### src/rtl/floppy_seek_ctrl.sv
// Seek/recalibrate sequencer for the 8-inch floppy track path: issues timed step/dir
// pulses, keeps a track register and calibration flag per drive, reports done/err.
module floppy_seek_ctrl #(
    parameter int unsigned STEP_PULSE_CYC = 10,
    parameter int unsigned STEP_RATE_CYC  = 80000,
    parameter int unsigned SETTLE_CYC     = 100000,
    parameter int unsigned MAX_TRACK      = 76,
    parameter int unsigned RECAL_LIMIT    = 80
) (
    input  logic       clk,
    input  logic       rst_n,
    input  logic       cmd_valid,
    output logic       cmd_ready,
    input  logic       cmd_recal,
    input  logic [6:0] cmd_track,
    input  logic       cmd_drive,
    output logic       step,
    output logic       dir,
    output logic       drivenum,
    input  logic       zero_track,
    output logic       busy,
    output logic       done,
    output logic       err,
    output logic [6:0] cur_track
);

    localparam int unsigned GapCyc = STEP_RATE_CYC - STEP_PULSE_CYC;
    localparam int unsigned MaxCyc = (STEP_RATE_CYC > SETTLE_CYC) ? STEP_RATE_CYC : SETTLE_CYC;
    localparam int unsigned CntW   = $clog2(MaxCyc + 1);
    localparam int unsigned StepW  = $clog2(RECAL_LIMIT + 1);

    localparam logic [CntW-1:0]  PulseLast  = CntW'(STEP_PULSE_CYC - 1);
    localparam logic [CntW-1:0]  GapLast    = CntW'(GapCyc - 1);
    localparam logic [CntW-1:0]  SettleLast = CntW'(SETTLE_CYC - 1);
    localparam logic [StepW-1:0] StepLimit  = StepW'(RECAL_LIMIT);
    localparam logic [6:0]       MaxTrack   = 7'(MAX_TRACK);

    typedef enum logic [2:0] {
        StIdle,
        StSetup,
        StPulse,
        StGap,
        StSettle,
        StDone
    } state_e;

    state_e           state_q, state_d;
    logic [CntW-1:0]  cnt_q, cnt_d;
    logic [StepW-1:0] steps_q, steps_d;
    logic             drive_q, drive_d;
    logic             recal_q, recal_d;
    logic [6:0]       target_q, target_d;
    logic             dir_q, dir_d;
    logic             err_q, err_d;
    logic [1:0][6:0]  track_q, track_d;
    logic [1:0]       cal_q, cal_d;
    logic             zt_meta_q, zt_sync_q;

    logic [6:0] cur;
    logic [6:0] track_next;
    logic [6:0] track_after;
    logic       issue;

    assign cur = track_q[drive_q];
    // Outward steps saturate at 0: an uncalibrated register can sit at 0 off track 0.
    assign track_next  = dir_q ? (cur + 7'd1) : ((cur == 7'd0) ? 7'd0 : (cur - 7'd1));
    assign track_after = (cnt_q == '0) ? track_next : cur;

    always_comb begin
        state_d  = state_q;
        cnt_d    = cnt_q + 1'b1;
        steps_d  = steps_q;
        drive_d  = drive_q;
        recal_d  = recal_q;
        target_d = target_q;
        dir_d    = dir_q;
        err_d    = err_q;
        track_d  = track_q;
        cal_d    = cal_q;
        issue    = 1'b0;

        unique case (state_q)
            StIdle: begin
                cnt_d = '0;
                if (cmd_valid) begin
                    drive_d  = cmd_drive;
                    recal_d  = cmd_recal;
                    target_d = cmd_track;
                    err_d    = 1'b0;
                    steps_d  = '0;
                    if (cmd_recal) begin
                        dir_d   = 1'b0;
                        state_d = StSetup;
                    end else if ((cmd_track > MaxTrack) || !cal_q[cmd_drive]) begin
                        err_d   = 1'b1;
                        state_d = StDone;
                    end else if (cmd_track == track_q[cmd_drive]) begin
                        state_d = StDone;
                    end else begin
                        dir_d   = (cmd_track > track_q[cmd_drive]);
                        state_d = StSetup;
                    end
                end
            end
            StSetup: begin
                issue = (cnt_q == PulseLast);
            end
            StPulse: begin
                if (cnt_q == '0) begin
                    track_d[drive_q] = track_next;
                    if (recal_q) begin
                        steps_d = steps_q + 1'b1;
                    end
                end
                if (cnt_q == PulseLast) begin
                    cnt_d   = '0;
                    state_d = (!recal_q && (track_after == target_q)) ? StSettle : StGap;
                end
            end
            StGap: begin
                issue = (cnt_q == GapLast);
            end
            StSettle: begin
                if (cnt_q == SettleLast) begin
                    cnt_d   = '0;
                    state_d = StDone;
                end
            end
            StDone: begin
                cnt_d   = '0;
                state_d = StIdle;
            end
            default: begin
                state_d = StIdle;
            end
        endcase

        // Decision taken just before each potential step pulse.
        if (issue) begin
            cnt_d = '0;
            if (recal_q && zt_sync_q) begin
                track_d[drive_q] = 7'd0;
                cal_d[drive_q]   = 1'b1;
                state_d          = (steps_q != '0) ? StSettle : StDone;
            end else if (recal_q && (steps_q == StepLimit)) begin
                cal_d[drive_q] = 1'b0;
                err_d          = 1'b1;
                state_d        = StDone;
            end else begin
                state_d = StPulse;
            end
        end
    end

    always_ff @(posedge clk) begin
        if (!rst_n) begin
            state_q   <= StIdle;
            cnt_q     <= '0;
            steps_q   <= '0;
            drive_q   <= 1'b0;
            recal_q   <= 1'b0;
            target_q  <= 7'd0;
            dir_q     <= 1'b0;
            err_q     <= 1'b0;
            track_q   <= '0;
            cal_q     <= 2'b00;
            zt_meta_q <= 1'b0;
            zt_sync_q <= 1'b0;
        end else begin
            state_q   <= state_d;
            cnt_q     <= cnt_d;
            steps_q   <= steps_d;
            drive_q   <= drive_d;
            recal_q   <= recal_d;
            target_q  <= target_d;
            dir_q     <= dir_d;
            err_q     <= err_d;
            track_q   <= track_d;
            cal_q     <= cal_d;
            zt_meta_q <= zero_track;
            zt_sync_q <= zt_meta_q;
        end
    end

    assign cmd_ready = (state_q == StIdle);
    assign busy      = ~cmd_ready;
    assign step      = (state_q == StPulse);
    assign done      = (state_q == StDone);
    assign dir       = dir_q;
    assign drivenum  = drive_q;
    assign err       = err_q;
    assign cur_track = cur;

endmodule

### config.mk
export PLATFORM = sky130hd
export DESIGN_NAME = floppy_seek_ctrl
export DESIGN_NICKNAME = d
export VERILOG_FILES = /design/src/rtl/floppy_seek_ctrl.sv
export SDC_FILE = /design/constraint.sdc
export NUM_CORES = 1
export LEC_CHECK = 0
export ABC_AREA = 1
export CAP_MARGIN = 15
export CORE_MARGIN = 2
export CORE_UTILIZATION = 35
export CTS_CLUSTER_DIAMETER = 60
export DETAILED_ROUTE_END_ITERATION = 8
export GPL_TIMING_DRIVEN = 0
export PLACE_DENSITY_LB_ADDON = 0.08
export SLEW_MARGIN = 40
export SYNTH_ARGS = -nofsm -noshare
export SYNTH_HDL_FRONTEND = slang
export SYNTH_SLANG_ARGS = --single-unit
export TNS_END_PERCENT = 50
### constraint.sdc
create_clock -name clk -period 2.4 [get_ports clk]
set_input_delay 0.24 -clock clk [delete_from_list [all_inputs] [get_ports clk]]
set_output_delay 0.24 -clock clk [all_outputs]
set_load 0.05 [all_outputs]
== After elaboration in Yosys (flattened, before gate mapping) ==
Cells that the tools add are included.
W data, S select, Z words.

* Flip-flop bits (word level): 56
* Input bits: 13
* Output and inout bits: 14
* Word-level logic and storage cells: 120

* Add/subtract/negate cells: 4
* Magnitude comparators: 5
* Equality and inequality tests: 20
* Multiplexer cells: 50
* Bitwise logic cells: 7
* Reductions and logical operators: 21

{| class="wikitable"
|+ Operators with widths
! operator !! number
|-
| $mux W7 || 11
|-
| $mux W14 || 4
|-
| $pmux W17 S3 || 1
|-
| $eq A17 B17 Y1 const B || 2
|-
| $mux W17 || 2
|-
| $mux W3 || 10
|-
| $add A17 B1 Y17 const B || 1
|-
| $eq A17 B4 Y1 const B || 1
|-
| $logic_not A17 Y1 || 1
|-
| $add A7 B1 Y7 const B || 2
|-
| $and A14 B14 Y14 || 1
|-
| $bwmux W14 || 1
|-
| $eq A7 B7 Y1 || 2
|-
| $mux W1 || 14
|-
| $not A14 Y14 || 1
|-
| $pmux W7 S2 || 1
|-
| $pmux W3 S4 || 1
|-
| $reduce_and A4 Y1 || 3
|-
| $demux W7 S1 || 1
|-
| $eq A7 B7 Y1 const B || 1
|-
| $gt A7 B7 Y1 || 1
|-
| $gt A7 B7 Y1 const B || 1
|-
| $logic_not A7 Y1 || 1
|-
| $reduce_bool A7 Y1 || 1
|-
| 25 further kinds || 42
|}

== Longest topological paths before layout ==
* Word-level depth: 12
* Mapped depth: 20
* Depth with buffers taken out: 19

== Worst setup path before layout ==
No wires, ideal clock.

* Path type: reg-to-reg
* Start point: reg state_q[0]
* End point: reg steps_q[6]
* Setup time: 0.122 ns
* Arrival time: 2.747 ns
* Required time: 2.278 ns
* Setup slack: -0.469 ns
* Stages on the path, launching flop included: 13
* Buffers on the path: 0
* Period minus slack after synthesis: 2.869 ns
* Cell sequence: dfxtp_1 > nor2_1 > inv_1 > nor2_1 > inv_1 > nor2_1 > inv_2 > o21ai_2 > inv_2 > nor3_4 > nand3_2 > nor3_1 > nor3b_2

* Longest elaborated chain between the ends: 3

{| class="wikitable"
|+ RTL lines
! item !! line !! RTL
|-
| from (decl) || 47 || <nowiki>state_e state_q, state_d;</nowiki>
|-
| from (signal assigned) || 157 || <nowiki>state_q <= StIdle;</nowiki>
|-
| from (signal assigned) || 170 || <nowiki>state_q <= state_d;</nowiki>
|-
| $logic_not A3 Y1 * || -- ||
|-
| via cmd_ready || 13 || <nowiki>output logic cmd_ready,</nowiki>
|-
| $ne A2 B2 Y1 (no line) / $reduce_bool A2 Y1 (equally long branches) || -- ||
|-
| $reduce_and A4 Y1 (no line) || -- ||
|-
| to (signal assigned) || 172 || <nowiki>steps_q <= steps_d;</nowiki>
|-
| to (decl) || 49 || <nowiki>logic [StepW-1:0] steps_q, steps_d;</nowiki>
|}

Mark *: on every way through the listed nets, which the timed path passes. The rest lies on a longest branch.
A chain may end at the register's enable or synchronous reset.

== Final worst setup path ==
* Start point: reg drive_q, in the netlist drivenum
* End point: out cur_track[2]

* Longest elaborated chain between the ends: 2

{| class="wikitable"
|+ RTL lines
! item !! line !! RTL
|-
| from (decl) || 50 || <nowiki>logic drive_q, drive_d;</nowiki>
|-
| from (signal assigned) || 173 || <nowiki>drive_q <= drive_d;</nowiki>
|-
| $mux W7 (not written as such) (2 in a row) || 64 || <nowiki>assign cur = track_q[drive_q];</nowiki>
|-
| to (decl) || 24 || <nowiki>output logic [6:0] cur_track</nowiki>
|}

No other way between the ends. The select of a mux whose other input is x is not followed.

==> impl_metrics.py <==
metrics = {
    "status": {
        "status": "finished, final reports clean",
    },
    "final_layout": {
        "diodes": 0,
        "area_growth_pct": 26.6,
        "fillers": 1145,
        "drive_above_1_share_pct": 19.5,
        "fin_nets": 678,
    },
    "clock_tree": {
        "clk_latency_ps": 320,
        "clock_path_buffers": 2,
        "cts_tree": "done",
        "root_buffer": "clkbuf_8",
        "cts_max_level": 2,
        "cts_buffers": 5,
        "cts.sinks": 56,
        "path_clk_slew_ps": 120,
    },
    "job": {
        "cap_violations": 0,
    },
    "sta": {
        "slew_headroom_pct": 57.6,
        "tns_ps": 0,
        "setup_viol": 0,
        "tightest_slew_ps": 636,
        "min_period_ps": 2340,
        "fin_crit_sh_pct": 97.6,
        "grt_setup_unrepaired": "true",
        "finClkSkew_ps": 15.5,
        "hold_viol": 0,
        "clock.fmax_mhz": 427,
        "slew_viol_final": 0,
    },
    "yosys": {
        "yosysMostFrequentCell": "nand2_1",
        "postSynth.asyncResetShare_pct": 0,
        "ys_seq_area_share_pct": 28.5,
        "ys.flop_type": "dfxtp_1",
        "yosysTopAreaCellShare_pct": 28.5,
        "syn_inst": 601,
        "ys_top_cells_by_count": "149 x nand2_1, 88 x inv_1, 56 x dfxtp_1",
        "avgSynthCellArea_um2": 6.54,
        "synth-seq-cells": 56,
        "synth_cell_types": 46,
        "synth_top_cell_by_area": "dfxtp_1",
        "synth_edf_count": 0,
        "ys_warn_count": 0,
        "synthTopCellsByArea": "dfxtp_1 29%, nand2_1 14%, inv_1 8.4%",
        "synth_fp_nets": 629,
        "netlist_area_mm2": 0.00393,
    },
    "worst_setup_path": {
        "crit_path_start_kind": "flop",
        "r2r_setup_slack_ps": 110,
        "worstPathRequired_ps": 2160,
        "rr_startpoint": "drivenum",
        "worst_r2r_endpoint": "state_q[1]",
        "rr_worst_depth": 19,
        "crit_path_max_fanout": 8,
        "cp.arrival_ps": 2100,
        "crit_type": "flop to primary output",
        "setup.worst_path.end_class": "primary output",
    },
    "place": {
        "io_buffers": 25,
        "place.gp.congestion": 0.893,
        "dpl.hpwl_um": 8980,
    },
    "drt": {
        "drc": 0,
        "dr_total_vias": 4030,
        "routed_via_density": 5.09,
        "drtPass1Iterations": 5,
        "drtAntennaViolNets": 0,
        "first_iter_violations": 293,
        "wl_um": 12000,
        "wire_per_inst_um": 15.1,
    },
    "floorplanning": {
        "core_area_mm2": 0.0109,
        "num_rows": 38,
        "start_util_pct": 36.1,
        "die_width_um": 110,
        "ios": 27,
        "dieArea_mm2": 0.0121,
        "die_y_um": 110,
    },
    "grt": {
        "grt_max_degree": 18,
        "gr-usage-all-layers_pct": 20.1,
        "grt_pass1_wl_um": 18900,
        "antenna_found_initial": 0,
        "grt_pass1_vias": 3782,
        "overflow": 0,
    },
    "hold_path": {
        "min_path_cells": 3,
        "hold_class": "input pin to flop",
        "hold_start": "rst_n",
    },
    "power_and_ir_drop": {
        "p_per_area_mw_per_mm2": 789,
        "leakagePower_nw": 2.22,
        "power_w": 0.00393,
        "ir_drop_v": 0.000309,
    },
}
[cell type report]
type / count / area (um2) / area share, %
buffer: 11 / 81.3 / 1.63
clock buffer: 6 / 72.6 / 1.46
clock inverter: 2 / 38.8 / 0.779
inverter: 94 / 363 / 7.29
multi-input combinational: 440 / 2710 / 54.4
sequential: 56 / 1120 / 22.6
tap: 140 / 175 / 3.52
timing repair buffer: 42 / 415 / 8.35
[how the worst max path moves through the flow]
| stage | startpoint | endpoint | slack [ps] | cells after the start |
|---|---|---|---|---|
| after detailed placement | cmd_drive | state_q[2] | -600 | 10 |
| after CTS | drivenum | state_q[1] | 10 | 19 |
| after global placement | cmd_drive | state_q[2] | -660 | 10 |
| final | drivenum | cur_track[2] | 60 | 6 |
| after global routing | cnt_q[0] | cnt_q[16] | -30 | 15 |
| after floorplan | drivenum | state_q[0] | 30 | 19 |
[state kept, by name, indices dropped and copies added, names as in the netlist, named ones only]
name       flops
zt_sync_q      1
cnt_q         17
state_q        3
drivenum       1
target_q       7
err            1
steps_q        7
zt_meta_q      1
dir            1
recal_q        1
track_q       14
[layout by cell type, fill, tap and decap left out, types with 4 or more instances in the layout]
master             n
nand4_1           12
nand2_4            7
clkbuf_8           5
nand3_1           40
nor2_1            35
clkdlybuf4s50_1   22
a21oi_1           33
buf_4             14
a211oi_1           6
nor3_1            12
inv_1             85
nand3_2           18
o21ai_0           31
xor2_1             6
nand2_1          134
nand2_2           19
ha_1              12
nor2_4            11
nand3_4            4
inv_2              5
clkbuf_1           6
nor3_4             4
dfxtp_1           55
nor2_2             9
o21ai_1            5
[through the flow]
step	hold slack (ps)	cells	instance area, um2	setup slack (ps)	util [%]
final	343	791	4980	58.1	45.7
after global routing	354	791	4980	-28.8	45.7
after CTS	347	777	4530	14.4	41.6
after detailed placement	408	766	4370	-603	40.2
after global placement	397	766	4370	-661	40.2
after floorplan	338	601	3950	27.2	-
[critical path: stages, from the launching register on]
cell and delay [ps]:
dfxtp_4 400, inv_4 80, buf_8 120, buf_4 110
nand2_2 80, nand2_4 160, clkdlybuf4s50_1 820
[what timing repair did]
action / in CTS / in global routing
setup buffers: 3 / 13
hold buffers: 0 / 0
setup endpoints to repair: 5 / 19
cloned: 0 / 1
resized for setup: 13 / 71
pin swaps: 3 / 18
[where the power goes]
group | switching [W] | internal [W] | leakage [nW]
Sequential | 0.0000757 | 0.00101 | 0.455
Clock | 0.000339 | 0.000316 | 0.0558
Combinational | 0.00141 | 0.000775 | 1.70
[per-layer routing]
metal,routed length [um],global-route usage (%),share of wire (%),vias to the layer above
li1,-,-,-,2079
met1,5460,26.5,46,1865
met3,458,2.59,3.8,11
met2,5890,34.7,49,75
met5,0,0,0,-
met4,142,5.06,1.2,0
[kinds of logic (layout without fill, tap and decap cells)]
kind of cell	after synthesis	in the layout	share of synthesized area, %
xor gates and xnor gates	8	8	1.78
adders and majority gates	15	15	4.77
AOI/OAI and AO/OA	97	97	14.8
DFF	56	56	28.5
buffers and inverters	105	155	10.7
and+or+nand+nor	320	320	39.5
Note: power is estimated with default switching activity, not from simulation.
